File: src/rtl/noc_pkg.sv
// Shared NoC types: flit layout, injection FSM states and a saturating counter helper.
// The flit width comes from the FLIT_DATA_WIDTH macro and defaults to 32 bits.
`ifndef FLIT_DATA_WIDTH
`define FLIT_DATA_WIDTH 32
`endif

package noc_pkg;
  localparam int FLIT_W              = `FLIT_DATA_WIDTH;
  localparam int DEF_NUM_ROUTERS     = 16;
  localparam int DEF_ROUTER_ID_BITS  = $clog2(DEF_NUM_ROUTERS);
  localparam int DEF_PAYLOAD_BITS    = FLIT_W - DEF_ROUTER_ID_BITS;

  // The destination sits in the MSBs so routers can decode it without knowing the payload width.
  typedef struct packed {
    logic [DEF_ROUTER_ID_BITS-1:0] dest;
    logic [DEF_PAYLOAD_BITS-1:0]   payload;
  } flit_t;

  typedef enum logic [1:0] {IDLE, SEND, STALL} inj_state_t;

  function automatic logic [15:0] sat_inc16(input logic [15:0] v);
    return (v == 16'hFFFF) ? v : v + 16'd1;
  endfunction
endpackage

File: src/rtl/fifo.sv
// Generic synchronous FIFO with an active-high reset; DEPTH must be a power of two.
// A push into a full FIFO is accepted only when a pop happens in the same cycle.
module fifo #(
  parameter int WIDTH = 8,
  parameter int DEPTH = 4
) (
  input  logic             clk,
  input  logic             rst,
  input  logic             push,
  input  logic             pop,
  input  logic [WIDTH-1:0] din,
  output logic [WIDTH-1:0] dout,
  output logic             full,
  output logic             empty
);
  localparam int AW = $clog2(DEPTH);

  logic [WIDTH-1:0] mem [DEPTH];
  logic [AW-1:0]    wr_ptr;
  logic [AW-1:0]    rd_ptr;
  logic [AW:0]      count;
  logic             do_push;
  logic             do_pop;

  assign full    = (count == (AW+1)'(DEPTH));
  assign empty   = (count == '0);
  assign do_pop  = pop && !empty;
  assign do_push = push && (!full || do_pop);
  assign dout    = mem[rd_ptr];

  always_ff @(posedge clk) begin
    if (rst) begin
      wr_ptr <= '0;
      rd_ptr <= '0;
      count  <= '0;
    end else begin
      if (do_push) wr_ptr <= wr_ptr + 1'b1;
      if (do_pop)  rd_ptr <= rd_ptr + 1'b1;
      case ({do_push, do_pop})
        2'b10:   count <= count + 1'b1;
        2'b01:   count <= count - 1'b1;
        default: count <= count;
      endcase
    end
  end

  always_ff @(posedge clk) begin
    if (do_push) mem[wr_ptr] <= din;
  end
endmodule

File: src/rtl/ni_credit_counter.sv
// Credit counter for the router's local input port: starts full, decrements on
// inject, increments on credit return, and flags returns that would exceed NUM_VC.
module ni_credit_counter #(
  parameter int NUM_VC = 4,
  parameter int CW     = $clog2(NUM_VC + 1)
) (
  input  logic          clk,
  input  logic          reset,
  input  logic          inc,
  input  logic          dec,
  output logic [CW-1:0] credits,
  output logic          err
);
  always_ff @(posedge clk) begin
    if (!reset) begin
      credits <= CW'(NUM_VC);
      err     <= 1'b0;
    end else begin
      case ({inc, dec})
        2'b10: begin
          // A return on a full counter is a protocol error; hold the count.
          if (credits == CW'(NUM_VC)) err <= 1'b1;
          else                         credits <= credits + 1'b1;
        end
        2'b01: if (credits != '0) credits <= credits - 1'b1;
        default: credits <= credits;
      endcase
    end
  end
endmodule

File: src/rtl/network_interface.sv
// Local-port network interface: host injection queue with credit-controlled flit issue,
// and an ejection queue drained by the host. Define NI_STATS_EN for flit statistics counters.
module network_interface
  import noc_pkg::*;
#(
  parameter int NUM_ROUTERS    = 16,
  parameter int ROUTER_ID      = 0,
  parameter int NUM_VC         = 4,
  parameter int INJ_DEPTH      = 4,
  parameter int EJ_DEPTH       = 8,
  parameter int ROUTER_ID_BITS = $clog2(NUM_ROUTERS),
  parameter int PAYLOAD_BITS   = FLIT_W - ROUTER_ID_BITS
) (
  input  logic                      clk,
  input  logic                      reset,
  input  logic                      host_valid,
  output logic                      host_ready,
  input  logic [ROUTER_ID_BITS-1:0] host_dest,
  input  logic [PAYLOAD_BITS-1:0]   host_payload,
  output logic [FLIT_W-1:0]         inj_data,
  output logic                      inj_valid,
  input  logic                      inj_credit_return,
  input  logic [FLIT_W-1:0]         ej_in_data,
  input  logic                      ej_in_valid,
  output logic [PAYLOAD_BITS-1:0]   ej_data,
  output logic                      ej_src_ok,
  output logic                      ej_valid,
  input  logic                      ej_ready,
  output logic                      ej_overflow,
  output logic                      err_credit,
  output logic [15:0]               stat_inj_count,
  output logic [15:0]               stat_ej_count
);
  localparam int CW = $clog2(NUM_VC + 1);

  // Handshakes: a transfer happens on any cycle where valid && ready are both high
  // at the rising edge; valid never depends on ready.
  logic              ready_q;
  logic              inj_push;
  logic              inj_pop;
  logic              inj_full;
  logic              inj_empty;
  logic [FLIT_W-1:0] inj_head;
  logic [CW-1:0]     credits;
  inj_state_t        inj_state;

  logic              ej_pop;
  logic              ej_accept;
  logic              ej_full;
  logic              ej_empty;
  logic [FLIT_W-1:0] ej_head;

  always_ff @(posedge clk) begin
    ready_q <= reset;
  end

  assign host_ready = ready_q && !inj_full;
  assign inj_push   = host_valid && host_ready;
  assign inj_pop    = !inj_empty && (credits != '0);

  fifo #(.WIDTH(FLIT_W), .DEPTH(INJ_DEPTH)) u_inj_fifo (
    .clk   (clk),
    .rst   (!reset),
    .push  (inj_push),
    .pop   (inj_pop),
    .din   ({host_dest, host_payload}),
    .dout  (inj_head),
    .full  (inj_full),
    .empty (inj_empty)
  );

  ni_credit_counter #(.NUM_VC(NUM_VC), .CW(CW)) u_credit (
    .clk     (clk),
    .reset   (reset),
    .inc     (inj_credit_return),
    .dec     (inj_pop),
    .credits (credits),
    .err     (err_credit)
  );

  // SEND lasts exactly one cycle per popped flit, so inj_valid is a decode of the state flop.
  always_ff @(posedge clk) begin
    if (!reset) begin
      inj_state <= IDLE;
      inj_data  <= '0;
    end else if (inj_pop) begin
      inj_state <= SEND;
      inj_data  <= inj_head;
    end else begin
      inj_state <= inj_empty ? IDLE : STALL;
    end
  end

  assign inj_valid = (inj_state == SEND);

  assign ej_pop    = ej_ready && !ej_empty;
  assign ej_accept = ej_in_valid && (!ej_full || ej_pop);

  fifo #(.WIDTH(FLIT_W), .DEPTH(EJ_DEPTH)) u_ej_fifo (
    .clk   (clk),
    .rst   (!reset),
    .push  (ej_in_valid),
    .pop   (ej_pop),
    .din   (ej_in_data),
    .dout  (ej_head),
    .full  (ej_full),
    .empty (ej_empty)
  );

  assign ej_valid  = !ej_empty;
  assign ej_data   = ej_head[PAYLOAD_BITS-1:0];
  assign ej_src_ok = (ej_head[FLIT_W-1 -: ROUTER_ID_BITS] == ROUTER_ID_BITS'(ROUTER_ID));

  // The router cannot be back-pressured, so a flit arriving at a full queue is lost.
  always_ff @(posedge clk) begin
    if (!reset)                        ej_overflow <= 1'b0;
    else if (ej_in_valid && !ej_accept) ej_overflow <= 1'b1;
  end

`ifdef NI_STATS_EN
  always_ff @(posedge clk) begin
    if (!reset) begin
      stat_inj_count <= '0;
      stat_ej_count  <= '0;
    end else begin
      if (inj_valid) stat_inj_count <= sat_inc16(stat_inj_count);
      if (ej_accept) stat_ej_count  <= sat_inc16(stat_ej_count);
    end
  end
`else
  assign stat_inj_count = '0;
  assign stat_ej_count  = '0;
`endif
endmodule

File: config.mk
export PLATFORM = sky130hd
export DESIGN_NAME = network_interface
export DESIGN_NICKNAME = d
export VERILOG_FILES = /design/src/rtl/noc_pkg.sv /design/src/rtl/fifo.sv /design/src/rtl/ni_credit_counter.sv /design/src/rtl/network_interface.sv
export SDC_FILE = /design/constraint.sdc
export NUM_CORES = 1
export LEC_CHECK = 0
export BUFFER_PORTS_ARGS = -buffer_cell sky130_fd_sc_hd__buf_2
export CAP_MARGIN = 20
export CORE_ASPECT_RATIO = 0.7
export CORE_MARGIN = 1.5
export CORE_UTILIZATION = 45
export CTS_CLUSTER_SIZE = 30
export DETAILED_ROUTE_END_ITERATION = 6
export SYNTH_ARGS = -nofsm -noshare
export SYNTH_HDL_FRONTEND = slang
export SYNTH_SLANG_ARGS = --single-unit
File: constraint.sdc
create_clock -name clk -period 5.27 [get_ports clk]
set_input_delay 0.2635 -clock clk [delete_from_list [all_inputs] [get_ports clk]]
set_output_delay 0.2635 -clock clk [all_outputs]
set_load 0.01 [all_outputs]
==> qor.yml <==
place:
  place_ws_ps: 2160
  hpwlAfterDp_um: 18300
  port_buffers: 135
  gp_congestion: 0.734
timing:
  worst_pin_slew_ps: 1010
  clock_skew_ps: 14.3
  tns_ps: 0
  hold_viol: 0
  period_needed_ps: 3210
  maxSlewViolCount: 0
  relSlewSlack: 0.324
  rsz0062_at_grt: "false"
  fmax_mhz: 311
  finalWorstSetupSlack_ps: 2060
  period_share: 0.610
  finalSetupViolations: 0
yosys:
  syn_area_mm2: 0.0170
  synth_top_area_share: 0.678
  synth_compound_area_frac: 0.0290
  async_flop_share: 0
  synth_xor_area_frac: 0.00669
  yosysTopAreaCell: "edfxtp_1"
  synth_fa_ha_area_frac: 0.00971
  synthSimpleGateAreaFrac: 0.0378
  ys_warn_count: 0
  netlist_instances: 880
  synth-seq-area-share: 0.748
  syn_area_per_cell_um2: 19.3
  synth_top_family_by_area: "multiplexers"
  synthFlopType: "edfxtp_1"
  synth_seq_cells: 444
  yosys.cell_types.count: 48
  synth-edff-count: 384
  synth_area_leaders: "edfxtp_1 (68%), mux4_2 (12%), dfxtp_1 (7.1%), mux2_2 (1.9%), buf_4 (1.7%)"
  synth_mux_area_frac: 0.139
cts:
  clockBufferDepth: 3
  tritoncts: "done"
  ctsHtreeMaxLevel: 2
  path_clk_slew_ps: 60
  cts_setup_buffers: 0
  postCtsResizedCells: 0
  cts_root_buffer: "clkbuf_16"
  clkSinkCount: 444
  cts-buffers-inserted: 43
  clock_latency_ps: 540
grt:
  grt_overflow: 0
  grt_pass1_vias: 8645
  grt_antenna_before_repair: 0
  grt_pass1_wl_um: 51400
  groute.usage.overall: 0.171
  grt_max_degree: 60
layout:
  area_growth_syn_to_layout_pct: 17.8
  antenna_cells: 0
  final_common_cell: "edfxtp_1"
  fin_util: 0.539
  multi_input_area_mm2: 0.00395
  seq_area_mm2: 0.0127
  fillers: 2965
  final_net_count: 1174
  final_cell_mix: "edfxtp_1 (384), buf_2 (135), mux4_2 (89)"
  drive_gt1_frac: 0.303
hold_path:
  hold_depth: 1
  hold_path_class: "in -> reg"
critical_path:
  critPathCaptureType: "output pin"
  cp_max_fo: 42
  regToRegStartpoint: "u_credit.credits[1]"
  worstSetupEndpoint: "ej_data[5]"
  cp.required_ps: 5010
  cp-start-kind: "flip-flop"
  worst_r2r_endpoint: "u_inj_fifo.count[2]"
  crit_arrival_ps: 2950
  critPathKind: "reg -> out"
  reg2regPathDepth: 9
  rrSetupSlack_ps: 2220
route:
  vias: 8390
  ant_nets: 0
  wl_um: 32800
  first_pass_iters: 4
  drt-initial-drc-count: 556
  via_per_inst: 5.21
  wire_per_inst_um: 20.4
  drc_errors: 0
floorplan:
  start_util: 0.457
  fp-row-count: 59
  io_pins: 168
  dieArea_mm2: 0.0390
  die_height_um: 166
  core_mm2: 0.0372
  chipWidth_um: 235
run:
  max_cap_viol_count: 0
pwr:
  powerDensity_mw_per_mm2: 455
  peakVddDrop_uv: 249
  power_leakage_uw: 0.00677
outcome:
  status: "finished clean"
==> final cells by class <==
cell class,count,share of cell area
clock inverters,13,0.00711
well taps,488,0.0305
clock buffers,62,0.0594
inverters,12,0.00237
repair buffers,208,0.0682
flip-flops and latches,444,0.635
multi-input cells,383,0.197
==> synthesized netlist by cell type (2+ instances only) <==
cell type and count:
o22ai_1 2, and3_1 6, nand3_1 3, buf_6 3
and2_1 11, nor2_1 11, dfxtp_1 60, or3_1 6
nor3_1 3, nor4_1 6, a21boi_0 7, buf_4 39
o211ai_1 3, or4_1 3, inv_1 11, clkbuf_1 17
nand2_1 73, o21ai_0 6, ha_1 10, mux2_2 28
mux2i_1 4, a21oi_1 7, a21boi_1 29, nor2b_1 9
edfxtp_1 384, fa_1 2, buf_2 13, xnor2_1 9
mux4_2 89, nand2b_1 4, a31oi_1 2, xor2_1 4
==> sequential cells by signal, indices dropped and copies added, names as in the netlist, named ones only <==
signal,cells
ej_overflow,1
inj_data,32
inj_state,2
ready_q,1
u_credit.credits,3
u_credit.err,1
u_ej_fifo.count,4
u_ej_fifo.mem,256
u_ej_fifo.rd_ptr,3
u_ej_fifo.wr_ptr,3
u_inj_fifo.count,3
u_inj_fifo.mem,128
u_inj_fifo.rd_ptr,2
u_inj_fifo.wr_ptr,2
==> worst min path at each step <==
stage	from	endpoint	slack (ps)
after floorplan	reset	ready_q	290
after global placement	inj_data[22]	inj_data[22]	440
after detailed placement	inj_data[22]	inj_data[22]	440
after CTS	ej_in_data[20]	u_ej_fifo.mem[5][20]	4
after global routing	ej_in_data[7]	u_ej_fifo.mem[2][7]	20
final	ej_in_data[20]	u_ej_fifo.mem[5][20]	30
==> worst max-delay path: stages, from the launching register on <==
cell	delay, ps
dfxtp_4	900
buf_4	500
mux4_2	570
mux2_2	270
buf_2	140
==> report_power, final <==
group	switching, uW	leakage [uW]	internal (uW)
Clock	1250	0.000646	1710
Sequential	241	0.00398	4090
Combinational	961	0.00214	870
Total	2450	0.00677	6680
==> metrics by stage <==
step                      hold WS (ps)  power, uW  instance area (um2)  cells
after floorplan                    291       5730                17100    911
after global placement             441       6220                18100   1478
after detailed placement           442       6250                18100   1478
after CTS                         3.75       9260                20000   1610
after global routing              21.9       9590                20000   1610
final                             26.6       9120                20000   1610
==> kinds of logic after synthesis <==
| family | after synthesis |
|---|---|
| other cells | 1 |
| compound gates | 68 |
| flops | 444 |
| simple gates | 137 |
| mux | 121 |
| fa+ha+maj | 12 |
| buf+inv | 84 |
| xor+xnor | 13 |
==> routing by layer <==
layer / up-vias / routed length (um) / global-route usage
met3: 52 / 1340 / 0.0293
met2: 158 / 15400 / 0.265
met1: 4360 / 15500 / 0.255
li1: 3820 / - / -
met5: - / 0 / 0
met4: 0 / 624 / 0.0435
==> repair_timing <==
item	CTS	global route
endpoints found under the hold margin	321	0
endpoints found under the setup margin	0	0
hold buffers	57	0
Power figures use the tool's default switching activity.
